## src/rtl/chip8_pkg.sv

```systemverilog
// chip8_pkg: shared Chip-8 memory map constants and the rom_loader state encoding.
// Ports: none (package). Imported by rom_loader and loader_timeout.
// States are plain localparam vectors so older tools and hand-written decoders can share them.
package chip8_pkg;

  localparam int          MEM_ADDR_W   = 12;
  localparam logic [11:0] PROGRAM_BASE = 12'h200;
  localparam int          MEM_SIZE     = 4096;

  localparam logic [2:0] ST_IDLE   = 3'd0;
  localparam logic [2:0] ST_LEN_HI = 3'd1;
  localparam logic [2:0] ST_LEN_LO = 3'd2;
  localparam logic [2:0] ST_DATA   = 3'd3;
  localparam logic [2:0] ST_CHECK  = 3'd4;
  localparam logic [2:0] ST_DONE   = 3'd5;
  localparam logic [2:0] ST_ERROR  = 3'd6;

  // States in which a load is in flight and source bytes are accepted.
  function automatic logic is_active(input logic [2:0] st);
    return (st == ST_LEN_HI) || (st == ST_LEN_LO) || (st == ST_DATA) || (st == ST_CHECK);
  endfunction

endpackage

```

## src/rtl/loader_timeout.sv

```systemverilog
// loader_timeout: idle down-counter; load restarts the window, run counts idle cycles.
// Ports: clk, reset (async active-high), load, run in; expired out (combinational).
// expired is high in the run cycle whose edge completes TIMEOUT idle cycles since the last load.
module loader_timeout
  import chip8_pkg::*;
#(
  parameter int          W       = 24,
  parameter logic [W-1:0] TIMEOUT = 24'd5_000_000
) (
  input  logic clk,
  input  logic reset,
  input  logic load,
  input  logic run,
  output logic expired
);

  localparam logic [W-1:0] ONE = {{(W-1){1'b0}}, 1'b1};

  logic [W-1:0] cnt;

  // Loading TIMEOUT-1 makes the TIMEOUT-th idle edge the one that sees cnt==0.
  always_ff @(posedge clk or posedge reset) begin
    if (reset) begin
      cnt <= '0;
    end else if (load) begin
      cnt <= TIMEOUT - ONE;
    end else if (run && (cnt != '0)) begin
      cnt <= cnt - ONE;
    end
  end

  assign expired = run && (cnt == '0);

endmodule

```

## src/rtl/rom_loader.sv

```systemverilog
// rom_loader: streams a length-framed Chip-8 image from a byte source into memory port A,
//   holding the CPU in reset until the whole image has been written.
// Ports: clk, reset, start, in_valid/in_data/in_ready (byte source), mem_en/mem_write/mem_addr/
//   mem_data (memory port A), cpu_hold, busy, done, error, byte_count.
// Optional macro ROM_LOADER_CHECKSUM_EN adds a trailing 8-bit modulo-sum byte checked in CHECK.
module rom_loader
  import chip8_pkg::*;
#(
  parameter logic [MEM_ADDR_W-1:0] LOAD_BASE = PROGRAM_BASE,
  parameter logic [MEM_ADDR_W-1:0] MAX_LEN   = 12'hE00,
  parameter logic [23:0]           TIMEOUT   = 24'd5_000_000
) (
  input  logic                  clk,
  input  logic                  reset,
  input  logic                  start,
  input  logic                  in_valid,
  input  logic [7:0]            in_data,
  output logic                  in_ready,
  output logic                  mem_en,
  output logic                  mem_write,
  output logic [MEM_ADDR_W-1:0] mem_addr,
  output logic [7:0]            mem_data,
  output logic                  cpu_hold,
  output logic                  busy,
  output logic                  done,
  output logic                  error,
  output logic [MEM_ADDR_W-1:0] byte_count
);

`ifdef ROM_LOADER_CHECKSUM_EN
  localparam logic [2:0] ST_AFTER_DATA = ST_CHECK;
`else
  localparam logic [2:0] ST_AFTER_DATA = ST_DONE;
`endif

  logic [2:0]  state;
  logic [15:0] len;
  logic        active;
  logic        xfer;
  logic        start_ok;
  logic        last_byte;
  logic        tmo_expired;

  assign active    = is_active(state);
  assign in_ready  = active;
  assign xfer      = in_valid && in_ready;
  assign start_ok  = start && ((state == ST_IDLE) || (state == ST_DONE) || (state == ST_ERROR));
  assign last_byte = ({4'd0, byte_count} + 16'd1) == len;

  loader_timeout #(
    .W       (24),
    .TIMEOUT (TIMEOUT)
  ) u_timeout (
    .clk     (clk),
    .reset   (reset),
    .load    (start_ok || xfer),
    .run     (active && !xfer),
    .expired (tmo_expired)
  );

`ifdef ROM_LOADER_CHECKSUM_EN
  // Running modulo-256 sum of both length bytes and every payload byte.
  logic [7:0] sum;

  always_ff @(posedge clk or posedge reset) begin
    if (reset) begin
      sum <= 8'd0;
    end else if (start_ok) begin
      sum <= 8'd0;
    end else if (xfer && (state != ST_CHECK)) begin
      sum <= sum + in_data;
    end
  end
`endif

  always_ff @(posedge clk or posedge reset) begin
    if (reset) begin
      state      <= ST_IDLE;
      len        <= 16'd0;
      mem_en     <= 1'b0;
      mem_write  <= 1'b0;
      mem_addr   <= '0;
      mem_data   <= 8'd0;
      cpu_hold   <= 1'b1;
      busy       <= 1'b0;
      done       <= 1'b0;
      error      <= 1'b0;
      byte_count <= '0;
    end else begin
      // Write strobe is a single-cycle pulse; address/data simply hold.
      mem_en    <= 1'b0;
      mem_write <= 1'b0;
      if (start_ok) begin
        state      <= ST_LEN_HI;
        busy       <= 1'b1;
        done       <= 1'b0;
        error      <= 1'b0;
        cpu_hold   <= 1'b1;
        byte_count <= '0;
      end else if (tmo_expired) begin
        state <= ST_ERROR;
        busy  <= 1'b0;
        error <= 1'b1;
      end else begin
        case (state)
          ST_LEN_HI: begin
            if (xfer) begin
              len[15:8] <= in_data;
              state     <= ST_LEN_LO;
            end
          end
          ST_LEN_LO: begin
            if (xfer) begin
              len[7:0] <= in_data;
              if ({len[15:8], in_data} > {4'd0, MAX_LEN}) begin
                state <= ST_ERROR;
                busy  <= 1'b0;
                error <= 1'b1;
              end else if ({len[15:8], in_data} == 16'd0) begin
                state <= ST_AFTER_DATA;
              end else begin
                state <= ST_DATA;
              end
            end
          end
          ST_DATA: begin
            if (xfer) begin
              mem_en     <= 1'b1;
              mem_write  <= 1'b1;
              mem_addr   <= LOAD_BASE + byte_count;
              mem_data   <= in_data;
              byte_count <= byte_count + 12'd1;
              if (last_byte) begin
                state <= ST_AFTER_DATA;
              end
            end
          end
`ifdef ROM_LOADER_CHECKSUM_EN
          ST_CHECK: begin
            if (xfer) begin
              if (in_data == sum) begin
                state <= ST_DONE;
              end else begin
                state <= ST_ERROR;
                busy  <= 1'b0;
                error <= 1'b1;
              end
            end
          end
`endif
          ST_DONE: begin
            // Status lags entry by one cycle so the final write pulse lands
            // before the CPU is released.
            if (busy) begin
              busy     <= 1'b0;
              done     <= 1'b1;
              cpu_hold <= 1'b0;
            end
          end
          default: begin
          end
        endcase
      end
    end
  end

endmodule

```

## config.mk

```make
export PLATFORM = sky130hd
export DESIGN_NAME = rom_loader
export DESIGN_NICKNAME = d
export VERILOG_FILES = /design/src/rtl/chip8_pkg.sv /design/src/rtl/loader_timeout.sv /design/src/rtl/rom_loader.sv
export SDC_FILE = /design/constraint.sdc
export NUM_CORES = 1
export LEC_CHECK = 0
export ABC_CLOCK_PERIOD_IN_PS = 3500
export BUFFER_PORTS_ARGS = -buffer_cell sky130_fd_sc_hd__buf_4
export CAP_MARGIN = 40
export CELL_PAD_IN_SITES_DETAIL_PLACEMENT = 1
export CELL_PAD_IN_SITES_GLOBAL_PLACEMENT = 1
export CORE_MARGIN = 10
export CORE_UTILIZATION = 33
export DETAILED_ROUTE_END_ITERATION = 7
export MAX_ROUTING_LAYER = met4
export PLACE_DENSITY = 0.69
export SETUP_SLACK_MARGIN = 0.1
export SYNTH_ARGS = -nofsm -noshare
export SYNTH_HDL_FRONTEND = slang
export SYNTH_SLANG_ARGS = --single-unit
```

## constraint.sdc

```tcl
create_clock -name clk -period 3.5 [get_ports clk]
set_clock_uncertainty 0.2 [all_clocks]
set_input_delay 0.35 -clock clk [delete_from_list [all_inputs] [get_ports clk]]
set_output_delay 0.35 -clock clk [all_outputs]
set_load 0.02 [all_outputs]
```

==> summary.md, run 1 <==
| Metric | Value |
|---|---|
| Share of layout cells above drive strength 1 | 21.78% |
| Sequence of cells on the critical path | nand3_1 -> or4_1 -> xnor2_1 -> or4_1 -> or3_1 -> o211ai_1 |
| Count of warnings emitted by yosys | 0 |
| Max Cap Violations | 0 |
| Register area share after synthesis | 49.28% |
| FFs w/ async S/R, synth | 100.0% |
| Clock slew at the register clock pins of the worst setup and hold paths | 0.06 ns |
| Simple-gate area share of the yosys netlist | 24.50% |
| Worst Path Required | 3.56 ns |
| Startpoint type of the worst setup path | flip-flop |
| Number of cells produced by synthesis | 422 |
| Max-slew headroom | 39.55% |
| TritonCTS clock tree | done |
| Result of the run | finished clean |
| Number of instances resized during post-cts repair | 0 |
| Number of buffer cells added on primary ports | 50 |
| Worst Setup Path Type | flip-flop to flip-flop |
| Count of standard-cell rows | 40 |
| Initial Util | 33.70% |
| Multiplexer share of the synthesized area | 4.432% |
| CTS buffer count | 9 |
| Total I/O pin count | 51 |
| Buffer levels on the longest clock path | 2 |
| DRC Markers | 0 |
| Total core area | 12060 um^2 |
| Final net count | 484 |
| Worst Hold Class | primary input to flip-flop |
| Detailed placer's ending HPWL | 7.590 mm |
| Average wire length per cell after detail routing | 16.78 um |
| Largest net degree at the start of global routing | 41 |
| Post-detailed-route count of antenna-violating nets | 0 |
| Crit path buffers/inverters | 0 |
| Routability congestion estimate from global placement | 0.8120 |
| Die X-Extent | 131.0 um |
| Via-to-Cell Ratio | 5.084 |
| Total Wirelength | 10.76 mm |
| Gate family responsible for the most delay along the worst path | simple AND/OR/NAND/NOR gates |
| Cell repeated most along the worst path | or4_1 |
| Full die area | 17160 um^2 |
| Post-synthesis xor/xnor area fraction | 8.403% |
| Number of global-route vias before repair | 3613 |
| Max-slew violation count | 0 |
| Adder and majority gate portion of the synthesized area | 1.231% |
| Clk sink count | 80 |
| Clock period minus final worst setup slack | 2.890 ns |
| Average footprint of a synthesized cell | 9.633 um^2 |
| Fillers | 1361 |
| Initial DRC Count | 167 |
| Number of flops mapped to enable cells by yosys | 0 |
| Largest family of logic cells by synthesized area | simple AND/OR/NAND/NOR gates |
| Worst skew pair latency | 0.34 ns |
| Worst Max-Slew Pin Slew | 0.9068 ns |
| Final clock period utilization by the worst path | 82.58% |
| CTS Root Buffer Type | clkbuf_16 |
| Vertical die dimension | 131.0 um |
| Top fanout value on the critical path | 12 |
| Count of antenna diodes in the layout | 0 |
| Fraction of the mapped netlist area in compound gates | 9.018% |
| Max Freq | 346.0 MHz |
| Total via count after detailed routing | 3259 |
| Global-route wire length before repair | 18.60 mm |
| Syn Nets | 438 |
| Post-synth top flop | dfrtp_1 |
| Maximum vdd drop | 0.3326 mV |
| Total global routing overflow | 0 |
| Post-CTS setup repair buffer count | 0 |
| Leak | 2.115 nW |
| Crit path DAT | 2.95 ns |
| Area Growth Syn to Fin | 20.68% |
| Category of the worst setup path capture point | flip-flop |
| RSZ-0062 raised after global routing | no |
| Cell with the biggest individual delay on the critical path | or4_1 |
| Initial antenna violation count | 0 |
| Setup Total Neg Slack | 0 ns |
| Hold Fails Final Rpt | 0 |
| DRT Pass-1 Iters | 4 |
| H-Tree Level Count | 3 |
| Largest incremental delay on the critical path | 0.60 ns |
| Yosys cell types | 48 |
| Flops & latches, synth | 80 |
| Power Dens Cells | 741.1 nW/um^2 |
| Number of setup violations in the final report | 0 |
| Total track usage | 14.04% |
| Final setup margin | 0.6096 ns |
| Post-synth design cell area | 4065 um^2 |
| Cts-stage hold buffer count | 1 |
| Worst setup slack before clock tree synthesis | 0.6082 ns |
final timing paths:
path	slack [ns]	end	startpoint	depth (start not counted)
setup / recovery	0.61	state[2]$_DFFE_PP0P_	byte_count[2]$_DFFE_PP0P_	6
hold / removal	0.04	mem_data[0]$_DFFE_PP0P_	in_data[0]	3
setup reg to reg	0.61	state[2]$_DFFE_PP0P_	byte_count[2]$_DFFE_PP0P_	6
hold reg to reg	0.28	done$_DFFE_PP0P_	done$_DFFE_PP0P_	1
max in group asynchronous	1.89	mem_addr[0]$_DFFE_PP0P_	reset	4
min in group asynchronous	0.42	u_timeout.cnt[20]$_DFFE_PP0P_	reset	3
tightest hold or removal path, cell delays in order:
cell	delay (ns)
buf_4	0.10
nand2_1	0.05
nand2_1	0.05
cell usage in the layout (no fill, tap or decap), drive strengths merged, types with 14 or more instances in the layout:
| cell | Yosys | layout |
|---|---|---|
| nand2 | 81 | 81 |
| dfrtp | 79 | 79 |
| buf | 5 | 56 |
| xnor2 | 29 | 29 |
| nor2 | 26 | 26 |
| o21ai | 26 | 26 |
| nor3 | 17 | 17 |
| mux2 | 16 | 16 |
| nor4 | 15 | 15 |
| nand3 | 14 | 14 |
Yosys cell counts, types with 8 or more instances:
| master | instances | share of area, % |
|---|---|---|
| xor2_1 | 10 | 2.2 |
| nor3_1 | 12 | 1.5 |
| dfrtp_1 | 79 | 49 |
| o31ai_1 | 10 | 1.8 |
| mux2_2 | 16 | 4.4 |
| xnor2_1 | 29 | 6.2 |
| o21ai_0 | 26 | 3.2 |
| nor2_1 | 26 | 2.4 |
| or3_1 | 8 | 1.2 |
| nor4_1 | 12 | 1.8 |
| clkbuf_1 | 17 | 1.6 |
| nand2_1 | 81 | 7.5 |
| nand3_1 | 14 | 1.7 |
layer usage:
layer	GRT usage (%)	vias up	part of all wire (%)
li1	-	1555	-
met1	17.75	1650	47
met2	21.85	42	49
met3	2.820	12	2.7
met4	5.167	0	1.6
met5	-	-	0
cells by family (layout without fill, tap and decap cells):
logic type               count (synthesis)  after routing
XOR/XNOR                                39             39
adder cells (fa/ha/maj)                  4              4
AND/OR/NAND/NOR                        196            196
AO/OA/AOI/OAI                           58             58
multiplexers                            16             16
buffers and inverters                   29             80
flip-flops                              80             80
final cells by class:
cell class | instances | area, um^2 | share of cell area (%)
clock inverters | 3 | 40.04 | 0.8161
flip-flops and latches | 80 | 2003 | 40.83
inverters | 7 | 27.53 | 0.5611
well taps | 168 | 210.2 | 4.285
clock buffers | 13 | 260.3 | 5.305
multi-input cells | 313 | 1934 | 39.43
repair buffers | 57 | 430.4 | 8.773
registers in the layout, indices dropped and copies added, names as in the netlist:
signal / count
busy: 1
byte_count: 12
cpu_hold: 1
done: 1
error: 1
len: 16
mem_addr: 12
mem_data: 8
mem_write: 1
state: 3
u_timeout.cnt: 24
power by group:
part | internal, mW | switching, mW
Sequential | 1.15 | 0.221
Clock | 0.589 | 0.370
Combinational | 0.537 | 0.763
metrics by stage:
step | instance area, um^2 | hold WS, ns | instances | power (mW) | utilization, %
4_1_cts | 4906 | 0.02640 | 641 | 3.688 | 40.67
6_report | 4906 | 0.03760 | 641 | 3.636 | 40.67
5_1_grt | 4906 | 0.05691 | 641 | 3.906 | 40.67
3_5_place_dp | 4596 | 0.2466 | 624 | 2.701 | 38.10
3_3_place_gp | 4596 | 0.2347 | 624 | 2.648 | 38.10
2_1_floorplan | 4065 | 0.2554 | 422 | 2.219 | -
No activity file was read; power rests on OpenSTA's default activity.
==> run 2, diff against run 1 <==
ABC_AREA = 1   (was not set)
ABC_CLOCK_PERIOD_IN_PS = 3000   (was 3500)
PLACE_DENSITY = 0.71   (was 0.69)
clock period = 3 ns   (was 3.5 ns; I/O delays follow)
==> run 2 against run 1 <==
Sequential cell count stayed put. Cell area rose by 7.3%. Global-route usage up 0.73 points. Combinational power rose by 25%. Hold slack got worse by 0.023 ns. Utilization is 0.72 points higher. First-iteration DRC count rose by 21%. Power is 19% higher. Largest power group is now combinational cells. Final cell count is 24% higher. Area after synthesis is 6.2% higher. Wire length rose by 15%.
==> summary.md, run 2 <==
| Metric | Value |
|---|---|
| Result of the run | finished clean |
| Final clock period utilization by the worst path | 74.87% |
| Total track usage | 14.77% (+0.73 points) |
| Share of Yosys cell area claimed by the top area cell type | 45.77% (-2.9 points) |
| FFs w/ async S/R, synth | 100.0% (unchanged) |
| Number of flops mapped to enable cells by yosys | 0 (unchanged) |
| Number of instances resized during post-cts repair | 0 (unchanged) |
| Number of setup violations in the final report | 0 (unchanged) |
| Max-slew headroom | 50.45% (+11 points) |
| Yosys cell types | 41 (-15%) |
| DRC Markers | 0 (unchanged) |
| Syn Nets | 574 (+31%) |
| Area taken by flip-flops and latches | 2003 um^2 (unchanged) |
| Average wire length per cell after detail routing | 15.51 um (-7.6%) |
| RSZ-0062 raised after global routing | no |
| Leak | 2.427 nW (+15%) |
| Max Freq | 445.2 MHz |
| Count of standard-cell rows | 41 (+2.5%) |
| Worst Path Required | 3.04 ns (-0.52 ns) |
| Die X-Extent | 134.4 um (+2.6%) |
| Most frequent standard cell in the layout excluding fill and tap cells | nand2_1 |
| Worst skew pair latency | 0.35 ns (about the same) |
| Post-Place Cells | 773 (+24%) |
| Post-detailed-route count of antenna-violating nets | 0 (unchanged) |
| Initial Util | 33.95% (+0.25 points) |
| Footprint of the multi-input gates | 1942 um^2 (+0.39%) |
| TritonCTS clock tree | done |
| Flops & latches, synth | 80 (unchanged) |
| Initial antenna violation count | 0 (unchanged) |
| Registers with the most flip-flops | u_timeout.cnt (24), len (16) |
| Worst Setup Path Type | primary input to flip-flop |
| Total via count after detailed routing | 3933 (+21%) |
| Total Wirelength | 12.34 mm (+15%) |
| Worst Hold Class | primary input to flip-flop |
| Fillers | 1602 (+18%) |
| Maximum vdd drop | 0.3239 mV (-2.6%) |
| Count of antenna diodes in the layout | 0 (unchanged) |
| Detailed placer's ending HPWL | 9.211 mm (+21%) |
| Clock period minus final worst setup slack | 2.246 ns |
| Total I/O pin count | 51 (unchanged) |
| Number of flip-flops under the largest register name | 24 (unchanged) |
| Number of buffer cells added on primary ports | 50 (unchanged) |
| Post-synth design cell area | 4319 um^2 (+6.2%) |
| Vertical die dimension | 134.4 um (+2.6%) |
| Largest net degree at the start of global routing | 43 (+4.9%) |
| DRT Pass-1 Iters | 4 (unchanged) |
| Clk sink count | 80 (unchanged) |
| Startpoint type of the worst setup path | primary input |
| Dominant cell by count in the synthesized netlist | nand2_1 |
| Routability congestion estimate from global placement | 0.8475 (+4.4%) |
| Crit path DAT | 2.28 ns (-0.67 ns) |
| Register area share after synthesis | 46.38% (-2.9 points) |
| Global-route wire length before repair | 21.06 mm (+13%) |
| Top fanout value on the critical path | 3 (-9) |
| CTS buffer count | 9 (unchanged) |
| Buffer levels on the longest clock path | 2 (unchanged) |
| Full die area | 18060 um^2 (+5.3%) |
| Most frequent cells in the layout | nand2_1, dfrtp_1, inv_1 |
| Worst Max-Slew Pin Slew | 0.7424 ns (-0.1644 ns) |
| Category of the worst setup path capture point | flip-flop |
| Final worst hold slack | 0.01507 ns (-0.02253 ns) |
| Library cell with the largest summed area after synthesis | dfrtp_1 |
| Average footprint of a synthesized cell | 7.740 um^2 (-20%) |
| H-Tree Level Count | 3 (unchanged) |
| Final Cell Area | 5266 um^2 (+7.3%) |
| Final Non-Filler Cells | 796 (+24%) |
| Power Dens Cells | 823.0 nW/um^2 (+11%) |
| Share of layout cells above drive strength 1 | 16.51% (-5.3 points) |
| Main area contributors after synthesis | dfrtp_1, nand2_1, inv_1 |
| Post-placement cell area | 4897 um^2 (+6.6%) |
| Clock slew at the register clock pins of the worst setup and hold paths | 0.07 ns (about the same) |
| Number of cells produced by synthesis | 558 (+32%) |
| Area Growth Syn to Fin | 21.93% |
| Total core area | 12720 um^2 (+5.5%) |
| Max Cap Violations | 0 (unchanged) |
| Register with the most flip-flops | u_timeout.cnt |
| Number of global-route vias before repair | 4200 (+16%) |
| List of most frequent post-synthesis cells | nand2_1, dfrtp_1, inv_1 |
| CTS Root Buffer Type | clkbuf_16 |
| Post-synth top flop | dfrtp_1 |
| Count of warnings emitted by yosys | 0 (unchanged) |
| Final net count | 635 (+31%) |
| Total global routing overflow | 0 (unchanged) |
| Initial DRC Count | 202 (+21%) |
| Setup Total Neg Slack | 0 ns (unchanged) |
| Via-to-Cell Ratio | 4.941 (-2.8%) |
| Hold Fails Final Rpt | 0 (unchanged) |
| Max-slew violation count | 0 (unchanged) |
-- run 2: cell count changes in the layout (fill, tap and decap cells not counted), sizes merged, moves of 16 or more --
cell,change
inv,+75
nand2,+68
o21ai,+35
nor2,+29
nand3,+28
xnor2,-28
mux2,-16
-- run 2: kinds of logic (layout without fill, tap and decap cells) --
family,after synthesis,in the layout,synth area share [%]
DFF,80,80,46.38
buffers and inverters,94,160,8.661
adders and majority gates,4,4,1.159
xor gates and xnor gates,4,4,1.130
AOI/OAI and AO/OA,93,93,11.91
and+or+nand+nor,283,283,30.76
-- run 2: power by group --
group          switching [mW]  internal [mW]
sequential              0.202           1.37
clock                   0.468          0.667
combinational            1.06          0.569
-- run 2: cell type report --
class                      instances  share of cell area [%]
sequential                        80                   38.04
multi-input combinational        384                   36.87
timing repair buffer              61                   9.266
inverter                          83                   6.058
clock buffer                      11                   4.609
tap                              172                   4.086
clock inverter                     5                   1.069
-- run 2: stage by stage --
stage                     total power [mW]  utilization (%)  setup WS [ns]
after floorplan                      2.626                -         0.4499
after global routing                 4.649            41.39         0.4743
after global placement               3.160            38.49         0.8616
final                                4.334            41.39         0.7539
after detailed placement             3.222            38.49         0.8067
after CTS                            4.391            41.39         0.7629
-- run 2: final timing paths --
check | from | end | slack [ns] | depth (start not counted)
min | in_data[6] | len[6]$_DFFE_PP0P_ | 0.02 | 3
max reg2reg | byte_count[1]$_DFFE_PP0P_ | state[1]$_DFFE_PP0P_ | 0.82 | 15
max | in_data[4] | state[2]$_DFFE_PP0P_ | 0.75 | 12
max in group asynchronous | reset | mem_addr[10]$_DFFE_PP0P_ | 1.48 | 4
min in group asynchronous | reset | byte_count[1]$_DFFE_PP0P_ | 0.42 | 3
min reg2reg | mem_addr[11]$_DFFE_PP0P_ | mem_addr[11]$_DFFE_PP0P_ | 0.29 | 2
-- run 2: worst max-delay path, cell delays in order --
cell and delay, ns:
dlygate4sd3_1 0.54, buf_4 0.14, inv_1 0.13, nand4_1 0.11
nor3_1 0.29, nand2_1 0.10, a21oi_1 0.28, nand3_1 0.14
nand2_1 0.08, nand2_1 0.06, nand2_1 0.07, nand2_1 0.04
-- run 2: routing by layer --
layer  GRT usage [%]  wire length, um  vias up
met5               -                0        -
li1                -                -     1925
met1           18.22             5952     1939
met3           3.025              395       18
met2           22.82             5701       51
met4           6.771              292        0
-- run 2: repair_timing --
action,in CTS,in global routing
setup buffers,0,0
hold endpoints to repair,42,0
hold buffers,7,0
==> run 3, diff against run 2 <==
ABC_AREA = 0   (was 1)
ABC_CLOCK_PERIOD_IN_PS = 2100   (was 3000)
PLACE_DENSITY = 0.69   (was 0.71)
clock period = 2.1 ns   (was 3 ns; I/O delays follow)
==> run 3 against run 2 <==
The run now ends with setup timing left. Critical path depth is 4 lower. Register-to-register slack worse by 1.3 ns. Utilization increased by 8.1 points. Wire length down 1.6%. Final cell count down 7.8%. Clock-buffer cell count increased by 3. Sequential cell count is the same. Non-clock buffer count rose by 89. Hold slack better by 0.13 ns. Sequential share of layout area is 4.4 points lower. First-iteration DRC count fell by 56%. Largest power group unchanged. Highest routed layer unchanged.
==> summary.md, run 3 (synthesized netlist as in run 1, its figures left out) <==
| Metric | Value |
|---|---|
| Hold Fails Final Rpt | 0 (unchanged) |
| Registers with the most flip-flops | u_timeout.cnt (24), len (16) |
| Count of antenna diodes in the layout | 0 (unchanged) |
| Total via count after detailed routing | 3637 (-7.5%) |
| Post-layout utilization of the core | 49.51% (+8.1 points) |
| Violated checks | setup timing |
| Die X-Extent | 131.0 um (-2.5%) |
| Post-detailed-route count of antenna-violating nets | 0 (unchanged) |
| Total core area | 12060 um^2 (-5.2%) |
| DRT Pass-1 Iters | 4 (unchanged) |
| Share of layout cells above drive strength 1 | 39.75% (+23 points) |
| Initial Util | 33.70% (-0.25 points) |
| Via-to-Cell Ratio | 4.955 (+0.29%) |
| Final setup margin | -0.4516 ns (-1.206 ns) |
| Initial antenna violation count | 0 (unchanged) |
| Max-slew violation count | 0 (unchanged) |
| Worst reg2reg setup slack | -0.45 ns (-1.27 ns) |
| Largest net degree at the start of global routing | 81 (+88%) |
| Area Growth Syn to Fin | 46.91% |
| Number of global-route vias before repair | 4169 (-0.74%) |
| Total Wirelength | 12.15 mm (-1.6%) |
| Maximum vdd drop | 0.6511 mV (+100%) |
| Result of the run | finished, violations left |
| Worst Setup Path Type | flip-flop to flip-flop |
| Number of flip-flops under the largest register name | 24 (unchanged) |
| Max Freq | 391.9 MHz |
| Max-slew headroom | 56.86% (+6.4 points) |
| Worst Path Required | 2.13 ns (-0.91 ns) |
| Fillers | 1361 (-15%) |
| Most frequent standard cell in the layout excluding fill and tap cells | buf_4 |
| Full die area | 17160 um^2 (-5.0%) |
| Detailed placer's ending HPWL | 8.550 mm (-7.2%) |
| RSZ-0062 raised after global routing | yes |
| Clock slew at the register clock pins of the worst setup and hold paths | 0.06 ns (about the same) |
| Category of the worst setup path capture point | flip-flop |
| Worst skew pair latency | 0.34 ns (about the same) |
| Initial DRC Count | 88 (-56%) |
| Worst Hold Class | primary input to flip-flop |
| Average wire length per cell after detail routing | 16.55 um (+6.7%) |
| DRC Markers | 0 (unchanged) |
| Max Cap Violations | 0 (unchanged) |
| Clock period minus final worst setup slack | 2.552 ns |
| Count of standard-cell rows | 40 (-2.4%) |
| Buffer levels on the longest clock path | 2 (unchanged) |
| Number of setup violations in the final report | 29 (+29) |
| Number of buffer cells added on primary ports | 50 (unchanged) |
| Most frequent cells in the layout | buf_4, nand2_1, dfrtp_1 |
| H-Tree Level Count | 3 (unchanged) |
| Total track usage | 15.55% (+0.78 points) |
| Power Dens Cells | 1089 nW/um^2 (+32%) |
| Top fanout value on the critical path | 9 (+6) |
| CTS Root Buffer Type | clkbuf_16 |
| Total I/O pin count | 51 (unchanged) |
| Worst Max-Slew Pin Slew | 0.6421 ns (-0.1002 ns) |
| Final net count | 577 (-9.1%) |
| Global-route wire length before repair | 20.71 mm (-1.7%) |
| Vertical die dimension | 131.0 um (-2.5%) |
| Clk sink count | 80 (unchanged) |
| Crit path DAT | 2.58 ns (+0.30 ns) |
| Total Power | 6.503 mW (+50%) |
| Startpoint type of the worst setup path | flip-flop |
| Leak | 2.716 nW (+12%) |
| Final clock period utilization by the worst path | 121.5% |
| Register with the most flip-flops | u_timeout.cnt |
| Routability congestion estimate from global placement | 0.8232 (-2.9%) |
| Total global routing overflow | 0 (unchanged) |
| TritonCTS clock tree | done |
| CTS buffer count | 9 (unchanged) |
run 3: worst max-delay path, stage by stage, from the launching register on:
cell and delay (ns):
dfrtp_1 0.38, or4_4 0.54, or3_4 0.38, buf_4 0.18, o311ai_4 0.29, buf_12 0.17
nor4_1 0.06, xnor2_1 0.18, nor2_1 0.06
run 3: where the power goes:
group,switching (mW),total (mW),internal [mW],leakage [nW]
combinational,1.52,2.78,1.26,1.59
clock,0.620,1.52,0.897,0.139
sequential,0.279,2.21,1.93,0.982
run 3: stage by stage:
| stage | instances | setup TNS (ns) | setup WS, ns | hold slack [ns] | area [um^2] |
|---|---|---|---|---|---|
| CTS | 732 | -9.564 | -0.4339 | 0.1090 | 5856 |
| detailed placement | 703 | -10.34 | -0.4750 | 0.1791 | 5394 |
| global placement | 703 | -8.749 | -0.4245 | 0.1769 | 5394 |
| global route | 734 | -11.92 | -0.5441 | 0.1820 | 5972 |
| finish | 734 | -9.600 | -0.4516 | 0.1419 | 5972 |
| floorplan | 422 | -8.498 | -0.5311 | 0.1154 | 4240 |
run 3: path summary, 6_finish.rpt:
path,start,end,cells past startpoint
worst min register to register,mem_addr[6]$_DFFE_PP0P_,mem_addr[6]$_DFFE_PP0P_,2
max in group asynchronous,reset,cpu_hold$_DFFE_PP1P_,4
worst max register to register,u_timeout.cnt[7]$_DFFE_PP0P_,u_timeout.cnt[6]$_DFFE_PP0P_,8
worst max-delay path,u_timeout.cnt[7]$_DFFE_PP0P_,u_timeout.cnt[6]$_DFFE_PP0P_,8
min in group asynchronous,reset,mem_data[5]$_DFFE_PP0P_,4
worst min-delay path,in_valid,state[0]$_DFFE_PP0P_,4
run 3: repair_timing:
item	in CTS	in global routing
gates resized for setup	12	23
endpoints found under the setup margin	40	41
pin swaps	6	6
buffers inserted	3	2
endpoints found under the hold margin	102	0
hold buffers	10	0
run 3: cell type report:
class	count	area, um^2	share of cell area, %
repair buffers	150	1224	20.49
inverters	7	30.03	0.5028
multi-input cells	313	2212	37.04
well taps	168	210.2	3.520
flip-flops and latches	80	2009	33.65
clock buffers	14	274.0	4.588
clock inverters	2	12.51	0.2095
run 3: per-layer routing:
layer,vias to the layer above,track usage [%],share of wire [%]
met3,19,3.102,3.3
met1,1814,19.42,47
met5,-,-,0
met2,64,24.64,48
met4,0,5.494,1.7
li1,1740,-,-
